## src/rtl/l1_pmem_arbiter.sv

```systemverilog
// l1_pmem_arbiter: shares one lower-level memory port between the L1 I-cache
// and the L1 D-cache. One transaction is outstanding at a time. Conflicts are
// resolved round-robin, and the request is latched when it is granted.
module l1_pmem_arbiter #(
  parameter int unsigned ADDR_W = 32,
  parameter int unsigned LINE_W = 256
) (
  input  logic              clk,
  input  logic              rst,
  // I-cache side
  input  logic              i_read,
  input  logic [ADDR_W-1:0] i_addr,
  output logic [LINE_W-1:0] i_rdata,
  output logic              i_resp,
  // D-cache side
  input  logic              d_read,
  input  logic              d_write,
  input  logic [ADDR_W-1:0] d_addr,
  input  logic [LINE_W-1:0] d_wdata,
  output logic [LINE_W-1:0] d_rdata,
  output logic              d_resp,
  // memory side
  output logic              m_read,
  output logic              m_write,
  output logic [ADDR_W-1:0] m_addr,
  output logic [LINE_W-1:0] m_wdata,
  input  logic [LINE_W-1:0] m_rdata,
  input  logic              m_resp
);

  typedef enum logic [1:0] {
    IDLE    = 2'd0,
    SERVE_I = 2'd1,
    SERVE_D = 2'd2
  } state_t;

  state_t            state;
  state_t            state_nxt;
  logic              last_grant;  // 0 = I-cache, 1 = D-cache
  logic              op_write;
  logic [ADDR_W-1:0] addr_q;
  logic [LINE_W-1:0] wdata_q;

  logic req_i;
  logic req_d;
  logic grant_i;
  logic grant_d;

  // Round-robin decision: on a tie, the side that was not granted last wins.
  assign req_i   = i_read;
  assign req_d   = d_read | d_write;
  assign grant_d = req_d & (~req_i | ~last_grant);
  assign grant_i = req_i & ~grant_d;

  // State register
  always_ff @(posedge clk) begin
    if (!rst) begin
      state <= IDLE;
    end else begin
      state <= state_nxt;
    end
  end

  // Next-state logic: grant only from IDLE, return to IDLE on completion
  always_comb begin
    state_nxt = state;
    case (state)
      IDLE: begin
        if (grant_d) begin
          state_nxt = SERVE_D;
        end else if (grant_i) begin
          state_nxt = SERVE_I;
        end
      end
      SERVE_I, SERVE_D: begin
        if (m_resp) begin
          state_nxt = IDLE;
        end
      end
      default: state_nxt = IDLE;
    endcase
  end

  // Capture the winning request at the grant edge; a simultaneous read+write is a write
  always_ff @(posedge clk) begin
    if (!rst) begin
      last_grant <= 1'b0;
      op_write   <= 1'b0;
      addr_q     <= '0;
      wdata_q    <= '0;
    end else if (state == IDLE) begin
      if (grant_d) begin
        last_grant <= 1'b1;
        op_write   <= d_write;
        addr_q     <= d_addr;
        wdata_q    <= d_wdata;
      end else if (grant_i) begin
        last_grant <= 1'b0;
        op_write   <= 1'b0;
        addr_q     <= i_addr;
      end
    end
  end

  // Output decode. A resp is suppressed while reset is asserted, which abandons the transaction.
  always_comb begin
    m_read  = 1'b0;
    m_write = 1'b0;
    i_resp  = 1'b0;
    d_resp  = 1'b0;
    case (state)
      SERVE_I: begin
        m_read  = ~op_write;
        m_write = op_write;
        i_resp  = m_resp & rst;
      end
      SERVE_D: begin
        m_read  = ~op_write;
        m_write = op_write;
        d_resp  = m_resp & rst;
      end
      default: ;
    endcase
  end

  // Latched request toward memory; read data passes straight through to both caches
  assign m_addr  = addr_q;
  assign m_wdata = wdata_q;
  assign i_rdata = m_rdata;
  assign d_rdata = m_rdata;

endmodule

```

## config.mk

```make
export PLATFORM = sky130hd
export DESIGN_NAME = l1_pmem_arbiter
export DESIGN_NICKNAME = d
export VERILOG_FILES = /design/src/rtl/l1_pmem_arbiter.sv
export SDC_FILE = /design/constraint.sdc
export NUM_CORES = 1
export LEC_CHECK = 0
export CORE_AREA = 2 2 538 540
export CTS_CLUSTER_SIZE = 20
export DETAILED_ROUTE_END_ITERATION = 7
export DIE_AREA = 0 0 540 542
export GPL_TIMING_DRIVEN = 0
export PLACE_DENSITY = 0.3
export SLEW_MARGIN = 10
export SYNTH_ARGS = -nofsm -noshare
export SYNTH_HDL_FRONTEND = slang
export SYNTH_SLANG_ARGS = --single-unit
```

## constraint.sdc

```tcl
create_clock -name clk -period 1.93 [get_ports clk]
set_input_delay 0.193 -clock clk [delete_from_list [all_inputs] [get_ports clk]]
set_output_delay 0.193 -clock clk [all_outputs]
set_load 0.01 [all_outputs]
```

### Yosys cells after proc, flatten, opt, wreduce, memory -nomap -nowiden

Cells that the tools add are included.

* output and inout port bits: 804
* bits in registers: 292
* input port bits: 582

* reductions and logical operators: 6
* eq/ne operators: 4
* bitwise logic cells: 9
* multiplexer cells: 13

Operator list (count)
* two-way mux 32 bit: 2
* two-way mux 1 bit: 7
* two-way mux 2 bit: 3
* AND reduction 2 bit: 3
* NOT 1 bit: 4
* case mux 2 bit (2 select lines): 1
* AND 1 bit: 3
* inequality test 3 bit, second input constant: 1
* equality test 2 x 1 -> 1 bit, second input constant: 1
* equality test 2 bit, second input constant: 1
* zero test 2 bit: 1
* inequality test 2 x 1 -> 1 bit, second input constant: 1
* bitwise OR 1 bit: 2
* nonzero test 2 bit: 1
* OR reduction 2 bit: 1

### Depth between registers and ports, before layout

* depth after elaboration: 8
* gate-level depth with buffers: 8

### Worst setup path after synthesis

No wires, ideal clock.

* kind: register to register
* start: reg state[0]
* end: reg wdata_q[146] (netlist: m_wdata[146])
* cell stages (with the launch flop): 9
* arrival: 1.508 ns
* buffers on the path: 3
* library setup time: 0.070 ns
* path slack: 0.351 ns
* data required time: 1.860 ns
* cells stage by stage: dfxtp_1 inv_1 ha_1 buf_2 inv_2 clkbuf_1 clkbuf_1 o21ai_0 a21oi_1

* cells in the longest elaborated chain, start to end: 2

Ends and longest elaborated chain
* start, declared: line 37 `state_t state;`
* start signal, assigned: line 60 `state <= state_nxt;`
* zero test 2 bit: line 91 `end else if (state == IDLE) begin`
* AND reduction 2 bit (no source line)
* end signal, assigned: line 96 `wdata_q <= d_wdata;`
* end, declared: line 42 `logic [LINE_W-1:0] wdata_q;`

No other way between the ends.
A chain may end at the register's enable or synchronous reset.

### Worst setup path after layout

* start: reg wdata_q[176] (netlist: m_wdata[176])
* end: out m_wdata[176]

RTL lines
* end, declared: line 26 `output logic [LINE_W-1:0] m_wdata,`

No word-level cell between the ends.

==> metrics.md <==
| Metric | Value |
|---|---|
| Status | `completed` |
| Footprint of the multi-input gates | `4720 µm²` |
| Crit-path max FO | `2` |
| DP Wirelength | `around 150,000 µm` |
| Clock Skews | `around 54 ps` |
| Reg2Reg Setup Slack | `approximately 100 ps` |
| Worst vdd ir | `0.0005936 V` |
| Clock Path Buffers | `3` |
| DRC | `0` |
| Max-slew headroom | `between 40% and 50%` |
| Static Leak | `~12 nW` |
| CTS buffer count | `44` |
| Nets | `between 3,000 and 4,000` |
| Cell variety after synth | `28` |
| Routed Antenna Nets | `0` |
| Sink Count | `slightly below 300` |
| Final Total Pwr | `roughly 26 mW` |
| Register area | `5854 µm²` |
| Die W | `between 500 and 600 µm` |
| Max incr delay on CP | `around 640 ps` |
| Fin crit share | `96.08%` |
| PortBufs | `roughly 1,100` |
| Critical path's slowest cell | `clkdlybuf4s50_1` |
| Fmax | `between 500 and 600 MHz` |
| Die Span Y | `roughly 540 µm` |
| Final min period | `1854 ps` |
| Async SR Flop Fraction | `0%` |
| Crit path max-delay family | `buffers and inverters` |
| Pins Over Slew Limit | `0` |
| Crit-path cells | `clkdlybuf4s50_1` |
| CP Capture Type | `output port` |
| Crit Path Category | `reg -> out` |
| Vias per cell | `approximately 2.7` |
| Stages on worst setup path | `1` |
| Largest net degree at the start of global routing | `14` |
| Post-synth top area cell | `dfxtp_1` |
| Cell row count | `around 200` |
| Final hold vios | `0` |
| Layout area overhead | `120.0%` |
| CP Buf/Inv Count | `1` |
| CTS H-tree depth | `2` |
| Total Wirelength | `between 150,000 and 200,000 µm` |
| Starting Density | `5.236%` |
| Drt wl/cell | `between 20 and 25 µm` |
| # IOs | `~1,400` |
| Reg2reg path depth | `7` |
| Post-synth EDFFs | `0` |
| Full die area | `292,700 µm²` |
| P per Cell Area | `790.4 nW/µm²` |
| PnR worst setup slack | `75.58 ps` |
| TritonCTS clock tree | `built` |
| Hold_ws | `approximately 94 ps` |
| Top FF cell, synth | `dfxtp_1` |
| Skew-Pair Late Insertion Delay | `about 640 ps` |
| Count of final setup violators | `0` |
| Placed insts | `between 6,000 and 7,000` |
| Core Area | `approximately 290,000 µm²` |
| Synth warn | `0` |
| CTS root buffer | `clkbuf_16` |
| Worst Hold Class | `in -> reg` |
| Post-DP Area | `a little over 30,000 µm²` |
| Initial antenna violation count | `54` |
| Via count | `approximately 18,000` |
| Pre-Repair DR Iteration Count | `4` |
| Post-synthesis sequential area ratio | `between 30% and 40%` |
| Iteration-0 DRC count of the detailed router | `858` |
| Top post-synthesis cells by count | `buf_4 (513), a21oi_1 (320), dfxtp_1 (292)` |
| Clk slew on worst S/H paths | `60 ps` |
| Via count of the first global-routing pass | `about 18,000` |
| Most frequent cell after synthesis | `buf_4` |
| Fraction of final layout cells sized beyond drive strength 1 | `a little under a quarter` |
| Synth Instances | `1,885` |
| CP Data Arrival Time | `1660 ps` |
| Max-cap violation count | `0` |
| First-pass GRT wire length | `around 210,000 µm` |
| Fillers | `33,240` |
| Final cell count without fillers | `6,915` |
| Syn nets | `2,470` |
| Mapped Avg Cell Area | `approximately 8.0 µm²` |
| GR Util All Layers | `a little over a tenth` |
| Yosys top cell area share | `38.91%` |
| Worst-Margin Slew | `around 840 ps` |
| Finished layout cell area | `33,050 µm²` |
| Top post-synthesis cells by area | `dfxtp_1 (39%), buf_4 (26%), a21oi_1 (11%)` |
| Grt ovf | `0` |
| CP Launch Type | `flip-flop` |
| Hold path cells | `3` |
| Required time of the worst setup path | `between 1500 and 2000 ps` |
| Global placer's final weighted congestion | `a little over 0.9` |
| Mapped cell area | `between 15,000 and 20,000 µm²` |
| Seq cells post-synth | `292` |
| Placement Setup Slack | `-2084 ps` |
## cell usage in the layout (no fill, tap or decap), types with 2 or more instances in the layout
cell,n
clkinvlp_4,2
dlymetal6s2s_1,4
clkdlybuf4s15_2,5
buf_6,7
o21ai_1,52
dlygate4sd3_1,11
bufinv_16,6
and3_1,2
ha_1,2
clkbuf_4,7
buf_12,2
nor2_1,2
clkbuf_16,44
nand3_1,257
clkbuf_2,42
diode_2,22
a21oi_4,3
inv_1,2
inv_6,2
o21ai_0,238
a21oi_1,317
dfxtp_1,285
nand2_1,33
buf_8,2
clkbuf_8,17
clkdlybuf4s50_1,1011
buf_2,51
clkbuf_1,44
buf_4,525
dlygate4sd2_1,96
dfxtp_2,7
clkdlybuf4s15_1,7
clkinv_2,8
## layout make-up
cell class | count | area share (%)
Timing Repair Buffer | 1146 | 34.33
Sequential cell | 292 | 17.71
Buffer | 668 | 14.41
Tap cell | 3781 | 14.31
Multi-Input combinational cell | 920 | 14.28
Clock buffer | 61 | 3.767
Clock inverter | 21 | 0.9653
Antenna cell | 22 | 0.1666
Inverter | 4 | 0.05300
## metal layers
metal | vias up | part of all wire (%) | GRT usage, %
met5 | - | 0.070 | 0
met4 | 16 | 1.8 | 2.314
met3 | 149 | 11 | 5.277
met2 | 1086 | 47 | 18.46
met1 | 8743 | 40 | 12.55
li1 | 8370 | - | -
## report_power, final
part	total (mW)	switching (mW)	internal, mW
registers	7.33	0.494	6.84
logic	9.81	5.40	4.41
clock network	8.98	3.63	5.35
total	26.1	9.52	16.6
## cells by family (layout without fill, tap and decap cells)
logic type / count (synthesis) / in the layout / synth area share (%)
DFF: 292 / 292 / 38.91
and+or+nand+nor: 300 / 300 / 9.779
AOI/OAI and AO/OA: 617 / 617 / 20.81
adders and majority gates: 3 / 3 / 0.2499
buffers and inverters: 673 / 1900 / 30.24
other: 0 / 22 / 0
## path summary, 6_finish.rpt
kind	start	to
setup reg to reg	state[0]	m_wdata[154]
setup / recovery	m_wdata[176]	m_wdata[176]
hold / removal	i_addr[12]	m_addr[12]
hold reg to reg	m_wdata[254]	m_wdata[254]
## metrics by stage
stage	setup TNS [ps]	util [%]
2_1_floorplan	0	-
3_3_place_gp	-411320	10.82
3_5_place_dp	-404640	10.84
4_1_cts	-2.994	11.49
5_1_grt	-38.47	11.51
6_report	0	11.52
## sequential cells by signal (all words and copies together), names as in the netlist
signal	flops
m_wdata	256
last_grant	1
state	2
m_addr	32
op_write	1
## repair_timing
action | 4_1_cts | 5_1_grt
hold endpoints to repair | 11 | 0
pin swaps | 0 | 0
hold buffers | 11 | 0
buffers inserted | 3 | 1
setup endpoints to repair | 409 | 120
gates resized for setup | 257 | 45
(Power assumes the default switching activity.)
